`config.mk`:
```
export PLATFORM = sky130hd
export DESIGN_NAME = svc_sram_burst_arb
export DESIGN_NICKNAME = d
export VERILOG_FILES = /design/src/rtl/svc_sram_burst_arb.sv
export SDC_FILE = /design/constraint.sdc
export NUM_CORES = 1
export LEC_CHECK = 0
export BUFFER_PORTS_ARGS = -buffer_cell sky130_fd_sc_hd__buf_2
export CAP_MARGIN = 20
export CORE_MARGIN = 4
export CORE_UTILIZATION = 39
export DETAILED_ROUTE_END_ITERATION = 6
export PLACE_DENSITY = 0.79
export RECOVER_POWER = 25
export SLEW_MARGIN = 5
export SYNTH_ARGS = -nofsm -noshare
export SYNTH_HDL_FRONTEND = slang
export SYNTH_SLANG_ARGS = --single-unit
```
`constraint.sdc`:
```
create_clock -name clk -period 2.1 [get_ports clk]
set_input_delay 0.63 -clock clk [delete_from_list [all_inputs] [get_ports clk]]
set_output_delay 0.63 -clock clk [all_outputs]
set_load 0.02 [all_outputs]
```
`src/rtl/svc_sram_burst_arb.sv`:
```
// -----------------------------------------------------------------------------
// svc_sram_burst_arb
//   Round-robin arbiter sharing one striped-SRAM burst port (cmd / wr / rd
//   channels) between NUM_M requesters. A grant covers a whole burst: the
//   command handshake followed by all len+1 write beats or all len+1 read beats.
//
// Ports
//   clk, rst                     clock, synchronous active-high reset
//   m_cmd_valid/ready/addr/len/wr  per-requester burst command
//   m_wr_valid/data/ready          per-requester write beats
//   m_rd_valid                     per-requester read beat strobe (grant only)
//   m_rd_data                      read beat data, broadcast to all requesters
//   s_cmd_*                        command forwarded to the SRAM controller
//   s_wr_valid/data/ready          write beats forwarded to the controller
//   s_rd_valid/data                read beats from the controller (no backpressure)
//
// Also contains svc_sram_burst_arb_chk, the protocol checker bound inside the top.
// -----------------------------------------------------------------------------

module svc_sram_burst_arb_chk #(
    parameter int NUM_M      = 2,
    parameter int ADDR_WIDTH = 20,
    parameter int LEN_WIDTH  = 8
) (
    input logic                  clk,
    input logic                  rst,
    input logic [NUM_M-1:0]      m_cmd_ready,
    input logic [NUM_M-1:0]      m_wr_ready,
    input logic [NUM_M-1:0]      m_rd_valid,
    input logic                  s_cmd_valid,
    input logic                  s_cmd_ready,
    input logic [ADDR_WIDTH-1:0] s_cmd_addr,
    input logic [LEN_WIDTH-1:0]  s_cmd_len,
    input logic                  s_cmd_wr,
    input logic                  s_wr_valid
);

    // Only the granted requester may ever see a handshake or a read strobe.
    a_cmd_ready_onehot: assert property (@(posedge clk) disable iff (rst) $onehot0(m_cmd_ready));
    a_wr_ready_onehot:  assert property (@(posedge clk) disable iff (rst) $onehot0(m_wr_ready));
    a_rd_valid_onehot:  assert property (@(posedge clk) disable iff (rst) $onehot0(m_rd_valid));

    // Write beats are only forwarded while a write burst owns the port.
    a_no_wr_on_read: assert property (@(posedge clk) disable iff (rst) s_wr_valid |-> s_cmd_wr);

    // A stalled command must hold its payload until accepted.
    a_cmd_stable: assert property (@(posedge clk) disable iff (rst)
        (s_cmd_valid && !s_cmd_ready) |=>
        (s_cmd_valid && $stable(s_cmd_addr) && $stable(s_cmd_len) && $stable(s_cmd_wr)));

endmodule

module svc_sram_burst_arb #(
    parameter int NUM_M      = 2,
    parameter int ADDR_WIDTH = 20,
    parameter int DATA_WIDTH = 16,
    parameter int LEN_WIDTH  = 8
) (
    input  logic                                 clk,
    input  logic                                 rst,
    input  logic [NUM_M-1:0]                     m_cmd_valid,
    output logic [NUM_M-1:0]                     m_cmd_ready,
    input  logic [NUM_M-1:0][ADDR_WIDTH-1:0]     m_cmd_addr,
    input  logic [NUM_M-1:0][LEN_WIDTH-1:0]      m_cmd_len,
    input  logic [NUM_M-1:0]                     m_cmd_wr,
    input  logic [NUM_M-1:0]                     m_wr_valid,
    input  logic [NUM_M-1:0][DATA_WIDTH-1:0]     m_wr_data,
    output logic [NUM_M-1:0]                     m_wr_ready,
    output logic [NUM_M-1:0]                     m_rd_valid,
    output logic [DATA_WIDTH-1:0]                m_rd_data,
    output logic                                 s_cmd_valid,
    input  logic                                 s_cmd_ready,
    output logic [ADDR_WIDTH-1:0]                s_cmd_addr,
    output logic [LEN_WIDTH-1:0]                 s_cmd_len,
    output logic                                 s_cmd_wr,
    output logic                                 s_wr_valid,
    output logic [DATA_WIDTH-1:0]                s_wr_data,
    input  logic                                 s_wr_ready,
    input  logic                                 s_rd_valid,
    input  logic [DATA_WIDTH-1:0]                s_rd_data
);

    localparam int GW = (NUM_M > 1) ? $clog2(NUM_M) : 1;
    localparam logic [GW-1:0] LAST_IDX = GW'(NUM_M - 1);

    localparam logic [1:0] ST_IDLE = 2'd0;
    localparam logic [1:0] ST_CMD  = 2'd1;
    localparam logic [1:0] ST_XFER = 2'd2;

    logic [1:0]            state_r;
    logic [GW-1:0]         rr_ptr_r;
    logic [GW-1:0]         grant_idx_r;
    logic [ADDR_WIDTH-1:0] addr_r;
    logic [LEN_WIDTH-1:0]  len_r;
    logic                  wr_r;
    logic [LEN_WIDTH-1:0]  beat_cnt_r;

    logic                  pick_found_s;
    logic [GW-1:0]         pick_idx_s;
    logic                  gnt_wr_valid_s;
    logic                  beat_hs_s;
    logic                  last_beat_s;
    logic [GW-1:0]         rr_next_s;

    // Round-robin search: first valid requester at or after rr_ptr, wrapping.
    always_comb begin
        pick_found_s = 1'b0;
        pick_idx_s   = {GW{1'b0}};
        for (int i = 0; i < NUM_M; i++) begin
            if (!pick_found_s && m_cmd_valid[(int'(rr_ptr_r) + i) % NUM_M]) begin
                pick_found_s = 1'b1;
                pick_idx_s   = GW'((int'(rr_ptr_r) + i) % NUM_M);
            end else begin
                pick_idx_s   = pick_idx_s;
            end
        end
    end

    // Beat handshake and end-of-burst detection. Comparing the pre-increment
    // count against len means len = all-ones never needs a wider counter.
    always_comb begin
        gnt_wr_valid_s = m_wr_valid[grant_idx_r];
        last_beat_s    = (beat_cnt_r == len_r);
        rr_next_s      = (grant_idx_r == LAST_IDX) ? {GW{1'b0}} : (grant_idx_r + {{(GW-1){1'b0}}, 1'b1});
        if (state_r == ST_XFER) begin
            beat_hs_s = wr_r ? (gnt_wr_valid_s && s_wr_ready) : s_rd_valid;
        end else begin
            beat_hs_s = 1'b0;
        end
    end

    // Arbitration FSM and burst bookkeeping.
    always_ff @(posedge clk) begin
        if (rst) begin
            state_r     <= ST_IDLE;
            rr_ptr_r    <= {GW{1'b0}};
            grant_idx_r <= {GW{1'b0}};
            addr_r      <= {ADDR_WIDTH{1'b0}};
            len_r       <= {LEN_WIDTH{1'b0}};
            wr_r        <= 1'b0;
            beat_cnt_r  <= {LEN_WIDTH{1'b0}};
        end else begin
            case (state_r)
                ST_IDLE: begin
                    if (pick_found_s) begin
                        grant_idx_r <= pick_idx_s;
                        addr_r      <= m_cmd_addr[pick_idx_s];
                        len_r       <= m_cmd_len[pick_idx_s];
                        wr_r        <= m_cmd_wr[pick_idx_s];
                        state_r     <= ST_CMD;
                    end
                end
                ST_CMD: begin
                    if (s_cmd_ready) begin
                        beat_cnt_r <= {LEN_WIDTH{1'b0}};
                        rr_ptr_r   <= rr_next_s;
                        state_r    <= ST_XFER;
                    end
                end
                ST_XFER: begin
                    if (beat_hs_s) begin
                        if (last_beat_s) begin
                            state_r <= ST_IDLE;
                        end else begin
                            beat_cnt_r <= beat_cnt_r + {{(LEN_WIDTH-1){1'b0}}, 1'b1};
                        end
                    end
                end
                default: begin
                    state_r <= ST_IDLE;
                end
            endcase
        end
    end

    // Channel steering: only the granted requester is connected, and only in
    // the phase of the burst that uses that channel.
    always_comb begin
        m_cmd_ready = {NUM_M{1'b0}};
        m_wr_ready  = {NUM_M{1'b0}};
        m_rd_valid  = {NUM_M{1'b0}};
        s_cmd_valid = 1'b0;
        s_wr_valid  = 1'b0;
        s_wr_data   = {DATA_WIDTH{1'b0}};
        case (state_r)
            ST_CMD: begin
                s_cmd_valid              = 1'b1;
                m_cmd_ready[grant_idx_r] = s_cmd_ready;
            end
            ST_XFER: begin
                if (wr_r) begin
                    s_wr_valid              = gnt_wr_valid_s;
                    s_wr_data               = m_wr_data[grant_idx_r];
                    m_wr_ready[grant_idx_r] = s_wr_ready;
                end else begin
                    m_rd_valid[grant_idx_r] = s_rd_valid;
                end
            end
            default: begin
                s_cmd_valid = 1'b0;
            end
        endcase
    end

    // Command payload comes straight from the latch, so it is stable while stalled.
    assign s_cmd_addr = addr_r;
    assign s_cmd_len  = len_r;
    assign s_cmd_wr   = wr_r;

    // Read data is a broadcast; held at zero while in reset.
    assign m_rd_data = rst ? {DATA_WIDTH{1'b0}} : s_rd_data;

    svc_sram_burst_arb_chk #(
        .NUM_M      (NUM_M),
        .ADDR_WIDTH (ADDR_WIDTH),
        .LEN_WIDTH  (LEN_WIDTH)
    ) u_chk (
        .clk         (clk),
        .rst         (rst),
        .m_cmd_ready (m_cmd_ready),
        .m_wr_ready  (m_wr_ready),
        .m_rd_valid  (m_rd_valid),
        .s_cmd_valid (s_cmd_valid),
        .s_cmd_ready (s_cmd_ready),
        .s_cmd_addr  (s_cmd_addr),
        .s_cmd_len   (s_cmd_len),
        .s_cmd_wr    (s_cmd_wr),
        .s_wr_valid  (s_wr_valid)
    );

endmodule

```
; ---- After elaboration in Yosys (flattened, before gate mapping)
; Index checks and enable logic that the tools add are counted.
[classes]
reduce_logical = 10
mux = 44
order_cmp = 5
eq_ne = 8
n_bitwise = 4
add_sub_neg = 3
[ops]
columns = operator, count
row1 = 16-bit 2-to-1 mux, 5
row2 = 20-bit 2-to-1 mux, 2
row3 = 8-bit 2-to-1 mux, 5
row4 = 1-bit 2-to-1 mux, 20
row5 = 2-bit 2-to-1 mux, 9
row6 = 8-bit case mux with 2 select lines, 1
row7 = "2-bit != test, second input constant", 5
row8 = "8-bit by 1-bit adder with 8-bit output, second input constant", 1
row9 = 8-bit == test, 1
row10 = 4-bit AND reduction, 2
row11 = 2-bit bitwise AND, 3
row12 = "1-bit by 2-bit less-than comparator with 1-bit output, second input constant", 3
row13 = 2-bit case mux with 3 select lines, 1
row14 = 2-bit AND reduction, 2
row15 = 1-bit logical AND, 3
row16 = "2-bit by 3-bit less-than comparator with 1-bit output, second input constant", 1
row17 = "1-bit adder, second input constant", 2
row18 = "2-bit by 1-bit == test with 1-bit output, second input constant", 1
row19 = "2-bit == test, second input constant", 1
row20 = 2-bit logical NOT, 1
row21 = 2-bit nonzero test, 1
row22 = "1-bit bitwise AND, first input constant", 1
row23 = 1-bit demux with 1-bit select, 1
row24 = "1-bit greater-or-equal comparator, second input constant", 1
row25 = 1-bit logical NOT, 1
[totals]
output_inout_bits = 69
input_bits = 115
wordCells = 81
ff_bits = 41

; ---- Logic depth before layout (Yosys ltp)
; Gate-level depths: netlist of run 1.
[logic_depth]
word_depth = 9
ltp_mapped = 6
mapped_depth_nobuf = 5

; ---- Worst setup path after synthesis of run 1
; Ideal clock, no wire load.
[synth_timing]
kind = register -> output
start = reg state_r[1]
end = out m_wr_ready[0]
path_buffers = 0
arrival_ns = 1.418
path_slack_ns = 0.052
path_stages_with_launch = 4
required_time_ns = 1.470
cell_sequence = dfxtp_1 > nor2b_1 > nand2_1 > nor3b_1
[synth_between]
elab_chain_cells = 2
[synth_rtl]
columns = item, line
row1 = from (decl), 90  ; logic [1:0] state_r;
row2 = from (signal assigned), 135  ; state_r <= ST_IDLE;
row3 = from (signal assigned), 150  ; state_r <= ST_CMD;
row4 = from (signal assigned), 157  ; state_r <= ST_XFER;
row5 = 2-bit == test, 185  ; case (state_r)
row6 = 2-bit 2-to-1 mux, 185
row7 = to (decl), 68  ; output logic [NUM_M-1:0] m_wr_ready,
; No other way between the ends.

; ---- Worst setup path after layout of run 1
[layout_timing]
start = in s_cmd_ready
end = out m_cmd_ready[0]
[layout_between]
elab_chain_cells = 2
[layout_rtl]
columns = item, line
row1 = from (decl), 72  ; input logic s_cmd_ready,
row2 = 2-bit bitwise AND (no source line), --
row3 = 2-bit 2-to-1 mux, 185
row4 = to (decl), 62  ; output logic [NUM_M-1:0] m_cmd_ready,
; No other way between the ends.

==> metrics.txt, run 1 <==
post-CTS repair timing setup buffer count=0; via count=2624; cell with the most instances after synthesis=nor2_1; gr ovfl total=0; register-to-register path setup slack=330 ps; Final setup violation count=0; Layout Cell Area excl Fill=around 3600 um^2; Initial DRT Pass Iterations=4; weighted congestion reported at the end of routability-driven placement=0.8446; top area cells in the synthesized netlist=dfxtp_1 (34%), mux2i_1 (19%), a211oi_1 (9.0%); CP endpoint kind=output port; synthesis-stage register bit count=41; Cells after Synth=280; post-detailed-route DRC marker count=0; number of antenna repair diodes=0; reported max-cap violation count=0; share of cell area taken by muxes after synthesis=19.60%; clk root buf=clkbuf_8; worst hold path startpoint=state_r[1]; depth of the worst register-to-register path=5; CTS tree=yes; all-layer global routing usage=18.19%; min-delay worst type=reg -> reg; largest fanout of any net on the critical path=3; number of buffers created by CTS=5; count of flip-flops with a built-in enable after synthesis=0; die boundary height=86.55 um; Synth Area in Simple Gates=23.09%; post-synthesis compound-gate area fraction=15.96%; yosys warns=0; library cell with the largest summed area after synthesis=dfxtp_1; critical register-to-register path startpoint=beat_cnt_r[5]; maximum number of buffers from clock root to sink=2; fill cell total of the finished layout=approximately 530; Post-DP HPWL=5911 um; worst setup path endpoint=m_cmd_ready[0]; total clock sinks=41; endpoint of the worst-slack reg-to-reg timing path=beat_cnt_r[5]; critical path launch point=s_cmd_ready; Worst Path Required=1470 ps; largest net degree at the start of global routing=33; quantity of I/O buffers inserted on ports=183; fraction of the yosys area taken by sequential cells=34.11%; Post-Synthesis Cell Area=between 2000 and 2500 um^2; part of the cycle the worst path needs=96.74%; worst setup slack before clock tree synthesis=48.16 ps; predominant post-synthesis flop cell=dfxtp_1; critical path type=in -> out; maximum resistive drop on vdd=0.0003763 V; fraction of synthesized cell area taken by the top area cell type=34.11%; fraction of the mapped netlist area in adder cells=0.5200%; count of antenna-violating nets left after detailed routing=0; maximum level of the CTS H-tree=2; share of post-route cells with drive strength above 1=47.84%; core region area=5956 um^2; time the worst path needs with I/O delays and setup=just over 2000 ps; combinational family with the most area after synthesis=simple AND/OR/NAND/NOR gates; routed wire length=between 7000 and 8000 um; antenna violations before repair=0; power per cell area=627.3 nW/um^2; routed vias/inst=4.868; clock latency at the later pin of the worst-skew pair=290 ps; starting density of the core=between 40% and 50%; Post-synth top cells=nor2_1 (58), mux2i_1 (46), dfxtp_1 (41); number of nets in the finished design=579; Iteration-0 DRC Markers=71; startpoint kind of the worst setup timing path=primary input; WP data arrival=1400 ps; count of unique library cells instantiated by Yosys=39; global-route wire length before repair=roughly 11000 um; xor and xnor fraction of the mapped netlist area=2.912%; number of placement rows=28; slew at the pin with the worst max-slew slack=479.4 ps; Total Die Area=7490 um^2; pins over their slew limit=0; Final Skew=4.984 ps; cell area after placement=3463 um^2; RSZ-0062 raised after global routing=true; headroom to the max-slew limit=67.78%; Post-Synthesis Net Count=396; Synth-to-Final Area Change=50.75%; Hold Vio Cnt, Final=0; crit path setup slack, layout=68.50 ps; Mean Syn Cell Area=8.593 um^2; clock slew at reported path FFs=70 ps; Die X=86.55 um; status=finished, final reports clean; number of I/O pins=184; via count of the first global-routing pass=2498; leakage power=0.001938 uW; drt wl/cell=13.50 um; share of synthesized flip-flops with an asynchronous set or reset=0%; Highest Clock Rate=approximately 500 MHz
## sequential cells by signal (all words and copies together), names as in the netlist
register and flops:
beat_cnt_r 8, s_cmd_len 8, s_cmd_addr 20, rr_ptr_r 1, state_r 2, grant_idx_r 1
s_cmd_wr 1
## logic make-up after synthesis
family / Yosys count
buf+inv: 21
compound gates: 50
flops: 41
simple gates: 112
xor+xnor: 8
fa+ha+maj: 1
mux: 47
## report_power, final
part           internal, uW  switching [uW]
Combinational           311             398
Sequential              855            59.0
Clock                   388             265
## worst min-delay path by stage
stage                          end  slack (ps)  cells after the start
floorplan                 rr_ptr_r         460                      2
global placement    s_cmd_addr[13]         480                      2
detailed placement  s_cmd_addr[17]         490                      2
CTS                 s_cmd_addr[17]         500                      2
global route            state_r[0]         510                      1
finish                  state_r[0]         480                      1
## layout by cell type, fill, tap and decap left out, types with 6 or more instances in the layout
cell type and instances:
buf_4 20, nor2b_1 20, clkbuf_8 6, dfxtp_1 38, buf_2 172, nor2_1 58, xor2_1 8, mux2i_1 46
nand2_1 10, a211oi_1 29
## repair_timing
action | CTS | global route
resized for setup | 3 | 16
hold buffers | 0 | 0
endpoints found under the setup margin | 19 | 18
## critical path, stage by stage
cell and delay [ps]:
buf_2 90, nand2_1 60, or2_2 300, nor2_1 150
buf_4 170
## cell type report
cell class,count,area (um^2),share of cell area [%]
clock inverter,1,30.03,0.8279
sequential,41,829.5,22.87
clock buffer,7,86.33,2.380
inverter,2,7.507,0.2070
tap,75,93.84,2.587
multi-input combinational,218,1518,41.84
timing repair buffer,195,1062,29.29
## per-layer routing
layer | GRT usage, % | vias up | wire length [um]
met1 | 23.05 | 1153 | 2985
met2 | 31.36 | 111 | 3700
li1 | - | 1352 | -
met5 | 0 | - | 0
met3 | 4.087 | 8 | 540
met4 | 4.249 | 0 | 50
## through the flow
step,TNS [ps],hold slack (ps),utilization (%),cells,total power [uW]
floorplan,0,456.8,-,280,1359
global placement,0,484.8,58.15,531,1623
detailed placement,0,487.6,58.15,531,1639
CTS,0,498.0,60.19,539,2288
global route,-3.012,511.8,60.90,539,2396
finish,0,484.3,60.90,539,2275
Note: power is estimated with default switching activity, not from simulation.
==> inputs of run 2 (changes only) <==
--- a/config.mk
+++ b/config.mk
@@ -10,7 +10,7 @@
 export CORE_MARGIN = 4
 export CORE_UTILIZATION = 39
 export DETAILED_ROUTE_END_ITERATION = 6
-export PLACE_DENSITY = 0.79
+export PLACE_DENSITY_LB_ADDON = 0.2
 export RECOVER_POWER = 25
 export SLEW_MARGIN = 5
 export SYNTH_ARGS = -nofsm -noshare
==> run 2 against run 1 <==
Compared with the run above: power shrank 3.5%; die area is the same; count of clock-buffer cells in the layout is the same; sequential power is essentially flat; global-route usage grew 0.24 points; via count grew 0.27%; wire length is essentially flat; final area shrank 1.6%; register-to-register slack lost 30 ps; clock skew grew 6.3 ps; utilization shrank 0.95 points; critical endpoint unchanged.
==> metrics.txt, run 2 (same netlist as run 1, synthesis figures left out) <==
status=finished, final reports clean; RSZ-0062 raised after global routing=true; WP data arrival=1370 ps (-30 ps); Worst Path Required=1470 ps (about the same); pins over their slew limit=0 (unchanged); startpoint kind of the worst setup timing path=primary input; share of post-route cells with drive strength above 1=46.12% (-1.7 points); clk root buf=clkbuf_8; power per cell area=615.0 nW/um^2 (-2.0%); routed wire length=7278 um (about the same); CP endpoint kind=output port; slowest library cell on the worst path=or2_2; all-layer global routing usage=18.43% (+0.24 points); Hold Vio Cnt, Final=0 (unchanged); most frequent cells in the layout=buf_2 (172), nor2_1 (57), mux2i_1 (46); slew at the pin with the worst max-slew slack=943.2 ps (+463.8 ps); maximum resistive drop on vdd=0.0004028 V (+7.1%); number of placed instances, taps included=531 (unchanged); core region area=5956 um^2 (unchanged); Final Skew=11.29 ps (+6.308 ps); Buffers & Inverters on Critical Path=2 (unchanged); via count=2631 (+0.27%); Iteration-0 DRC Markers=48 (-32%); die boundary height=86.55 um (unchanged); non-filler instance count after layout=539 (unchanged); maximum level of the CTS H-tree=2 (unchanged); largest fanout of any net on the critical path=3 (unchanged); post-detailed-route DRC marker count=0 (unchanged); worst setup slack before clock tree synthesis=41.86 ps (-6.306 ps); leakage power=0.001893 uW (-2.3%); via count of the first global-routing pass=2436 (-2.5%); CTS tree=yes; count of antenna-violating nets left after detailed routing=0 (unchanged); maximum number of buffers from clock root to sink=2 (unchanged); drt wl/cell=13.50 um (about the same); clock slew at reported path FFs=80 ps (about the same); number of nets in the finished design=579 (unchanged); global-route wire length before repair=11100 um (-0.24%); number of placement rows=28 (unchanged); Post-DP HPWL=5908 um (about the same); cell family with most CP delay=simple AND/OR/NAND/NOR gates; total clock sinks=41 (unchanged); largest net degree at the start of global routing=60 (+82%); number of I/O pins=184 (unchanged); antenna violations before repair=0 (unchanged); headroom to the max-slew limit=37.12% (-31 points); clock latency at the later pin of the worst-skew pair=290 ps (about the same); most common library cell in the layout ignoring fill and taps=buf_2; gr ovfl total=0 (unchanged); biggest cell delay along the critical path=300 ps (about the same); Total Die Area=7490 um^2 (unchanged); quantity of I/O buffers inserted on ports=183 (unchanged); max FFs per register=20 (unchanged); Die X=86.55 um (unchanged); part of the cycle the worst path needs=95.35% (-1.4 points); Hold Slack=498.7 ps (+14.38 ps); Highest Clock Rate=499.4 MHz (+1.5%); time the worst path needs with I/O delays and setup=2002 ps (-29.22 ps); number of buffers created by CTS=5 (unchanged); Synth-to-Final Area Change=48.41%; weighted congestion reported at the end of routability-driven placement=0.8209 (-2.8%); crit path setup slack, layout=97.73 ps (+29.22 ps); Final setup violation count=0 (unchanged); routed vias/inst=4.881 (+0.27%); most repeated library cell on the critical path=buf_2; critical path type=in -> out; min-delay worst type=reg -> reg; Initial DRT Pass Iterations=4 (unchanged); ordered list of cells on the worst path=buf_2 > nand2_1 > or2_2 > nor2_2 > buf_2; reported max-cap violation count=0 (unchanged); starting density of the core=40.40% (unchanged); number of antenna repair diodes=0 (unchanged)
## run 2: per-stage QoR
stage / TNS, ps / utilization (%) / total power, uW / area (um^2)
finish: 0 / 59.96 / 2196 / 3571
global route: -4.423 / 59.96 / 2330 / 3571
CTS: 0 / 60.04 / 2238 / 3576
detailed placement: 0 / 58.15 / 1647 / 3463
global placement: 0 / 58.15 / 1634 / 3463
floorplan: 0 / - / 1359 / 2406
## run 2: path summary, 6_finish.rpt
check | start | endpoint | slack, ps | cells after the start
max | s_cmd_ready | m_cmd_ready[0] | 100 | 5
min | s_cmd_addr[13] | s_cmd_addr[13] | 500 | 2
max reg2reg | state_r[1] | s_cmd_len[1] | 300 | 5
min reg2reg | s_cmd_addr[13] | s_cmd_addr[13] | 500 | 2
## run 2: cell type report
class                           instances  area [um^2]
Fill cell                             544         2385
Multi-Input combinational cell        218         1523
Timing Repair Buffer                  195         1016
Sequential cell                        41        825.8
Clock buffer                            7        96.34
Tap cell                               75        93.84
Clock inverter                          1        8.758
Inverter                                2        7.507
## run 2: timing repair
action / 4_1_cts / 5_1_grt
setup endpoints to repair: 15 / 18
gates resized for setup: 3 / 8
buffers inserted: 0 / 0
hold buffers: 0 / 0
## run 2: per-layer routing
metal | vias to the layer above | GRT usage [%] | share of wire (%)
met5 | - | 0 | 0
met4 | 0 | 5.949 | 1.5
met3 | 9 | 5.418 | 9.2
met2 | 103 | 31.57 | 49
met1 | 1165 | 22.06 | 40
li1 | 1354 | - | -
## run 2: power by group
| part | switching (uW) | internal [uW] |
|---|---|---|
| Clock | 279 | 304 |
| Sequential | 56.2 | 855 |
| Combinational | 400 | 302 |
## run 2: worst reg2reg max path, cell delays in order (launching register included)
cell and delay [ps]:
dfxtp_1 310, buf_4 150, nor3_2 160, buf_2 750, nor2_1 100, a211oi_1 260
==> inputs of run 3 (changes only) <==
--- a/config.mk
+++ b/config.mk
@@ -7,8 +7,10 @@
 export LEC_CHECK = 0
 export BUFFER_PORTS_ARGS = -buffer_cell sky130_fd_sc_hd__buf_2
 export CAP_MARGIN = 20
+export CELL_PAD_IN_SITES_DETAIL_PLACEMENT = 1
+export CELL_PAD_IN_SITES_GLOBAL_PLACEMENT = 1
 export CORE_MARGIN = 4
-export CORE_UTILIZATION = 39
+export CORE_UTILIZATION = 27
 export DETAILED_ROUTE_END_ITERATION = 6
 export PLACE_DENSITY_LB_ADDON = 0.2
 export RECOVER_POWER = 25
==> run 3 against run 2 <==
Compared with the run above: clock skew is 0.97 ps higher; largest cell class unchanged; critical path type is now reg -> out; cell count is 6.1% higher; sequential cell count unchanged; first-iteration DRC count shrank 27%; clock power decreased by 14%; final area rose by 1.9%; critical endpoint unchanged; non-clock buffer count rose by 1.
==> metrics.txt, run 3 (same netlist as run 1, synthesis figures left out) <==
status=finished, final reports clean; max FFs per register=20 (unchanged); top routing layer in use=met4; quantity of I/O buffers inserted on ports=183 (unchanged); CTS tree=yes; number of nets in the finished design=580 (+0.17%); met3 wire len=827 um (+23%); worst hold path startpoint=s_cmd_addr[16]; WP data arrival=1400 ps (+30 ps); leakage power=0.001938 uW (+2.4%); time the worst path needs with I/O delays and setup=2032 ps (+29.90 ps); via count=2683 (+2.0%); pins over their slew limit=0 (unchanged); slew at the pin with the worst max-slew slack=484.0 ps (-459.2 ps); Iteration-0 DRC Markers=35 (-27%); critical register-to-register path startpoint=beat_cnt_r[6]; number of placement rows=34 (+21%); total clock sinks=41 (unchanged); die boundary height=102.4 um (+18%); Routed met1 length=3342 um (+14%); endpoint of the worst-slack reg-to-reg timing path=beat_cnt_r[6]; starting density of the core=27.72% (-13 points); register-to-register path setup slack=290 ps (about the same); RSZ-0062 raised after global routing=true; Synth-to-Final Area Change=51.27%; Layout Cell Area excl Fill=3640 um^2 (+1.9%); cell area after placement=3512 um^2 (+1.4%); number of placed instances, taps included=565 (+6.4%); gr ovfl total=0 (unchanged); Die X=102.4 um (+18%); routed wire length=8411 um (+16%); critical path type=reg -> out; CP endpoint kind=output port; largest net degree at the start of global routing=34 (-43%); depth of the worst register-to-register path=6 (+1); Final setup violation count=0 (unchanged); reported max-cap violation count=0 (unchanged); weighted congestion reported at the end of routability-driven placement=0.7564 (-7.9%); Post-DP HPWL=6975 um (+18%); most frequent cells in the layout=buf_2 (178), nor2_1 (56), mux2i_1 (46); Total Die Area=10490 um^2 (+40%); count of antenna-violating nets left after detailed routing=0 (unchanged); number of instances on the worst hold path=2 (unchanged); number of hold-repair buffers added at the cts stage=0 (unchanged); all-layer global routing usage=14.98% (-3.4 points); Final Skew=12.26 ps (+0.9678 ps); largest fanout of any net on the critical path=7 (+4); most common library cell in the layout ignoring fill and taps=buf_2; Highest Clock Rate=492.1 MHz (-1.5%); startpoint kind of the worst setup timing path=register; number of antenna repair diodes=0 (unchanged); post-detailed-route DRC marker count=0 (unchanged); Hold Vio Cnt, Final=0 (unchanged); Worst Path Required=1470 ps (about the same); power per cell area=589.5 nW/um^2 (-4.1%); min-delay worst type=reg -> reg; drt wl/cell=14.70 um (+8.9%); number of I/O pins=184 (unchanged); non-filler instance count after layout=572 (+6.1%); maximum resistive drop on vdd=0.0002182 V (-46%); part of the cycle the worst path needs=96.77% (+1.4 points); global-route wire length before repair=12560 um (+13%); routed vias/inst=4.691 (-3.9%); share of post-route cells with drive strength above 1=48.06% (+1.9 points); Detail Route met2 WL=4159 um (+16%); setup TNS=0 ps (unchanged); via count of the first global-routing pass=2700 (+11%); Initial DRT Pass Iterations=4 (unchanged); antenna violations before repair=0 (unchanged); maximum number of buffers from clock root to sink=2 (unchanged); core region area=8678 um^2 (+46%); clock latency at the later pin of the worst-skew pair=300 ps (about the same); maximum level of the CTS H-tree=2 (unchanged); Hold Path Sink=s_cmd_addr[16]; clock slew at reported path FFs=80 ps (about the same); core utilization of the finished layout=41.94% (-18 points); clk root buf=clkbuf_8; number of buffers created by CTS=5 (unchanged); headroom to the max-slew limit=66.90% (+30 points)
## run 3: cell count changes in the layout (fill, tap and decap cells not counted), sizes merged
cell	change
inv	-1
clkbuf	-12
buf	+12
clkinv	+1
## run 3: critical path, cell delays in order, from the launching register on
cell     delay (ps)
dfxtp_2         360
buf_6           130
nand2_1          70
or2_2           320
nor2_4          110
buf_6           120
## run 3: area by class of cell
class | count | area, um^2
Multi-Input combinational cell | 218 | 1535
Clock buffer | 6 | 72.57
Tap cell | 108 | 135.1
Inverter | 2 | 7.507
Timing Repair Buffer | 196 | 1059
Clock inverter | 1 | 8.758
Fill cell | 1100 | 5039
Sequential cell | 41 | 822.0
## run 3: worst max-delay path by stage
stage                           start             end  slack (ps)  cells past startpoint
after floorplan            state_r[1]   m_wr_ready[0]          50                      3
after CTS                  state_r[1]   s_wr_data[15]          20                      5
after global placement    s_cmd_ready  m_cmd_ready[0]         100                      5
final                      state_r[0]  m_cmd_ready[0]          70                      5
after global routing       state_r[1]    s_wr_data[3]          -9                      5
after detailed placement  s_cmd_ready  m_cmd_ready[0]          60                      5
## run 3: power breakdown
group / switching (uW) / total, uW / internal [uW] / leakage, uW
clock: 269 / 499 / 230 / 0.0000412
combinational: 417 / 737 / 320 / 0.00156
sequential: 54.8 / 910 / 855 / 0.000339
total: 741 / 2150 / 1410 / 0.00194
## run 3: timing repair
action | in CTS | in global routing
resized for setup | 3 | 12
setup endpoints to repair | 12 | 14
pin swaps | 0 | 0
buffers inserted | 0 | 0
## run 3: stage by stage
stage | power, uW | setup slack, ps | hold slack, ps
final | 2146 | 67.83 | 500.9
after global routing | 2283 | -9.336 | 521.5
after CTS | 2181 | 15.49 | 504.7
after detailed placement | 1668 | 58.55 | 492.5
after global placement | 1651 | 97.75 | 484.6
after floorplan | 1359 | 52.49 | 456.8
## run 3: per-layer routing
metal  global-route usage (%)  vias up
met1                    17.33     1214
li1                         -     1354
met3                    4.573        8
met5                        0        -
met2                    26.89      107
met4                    3.734        0
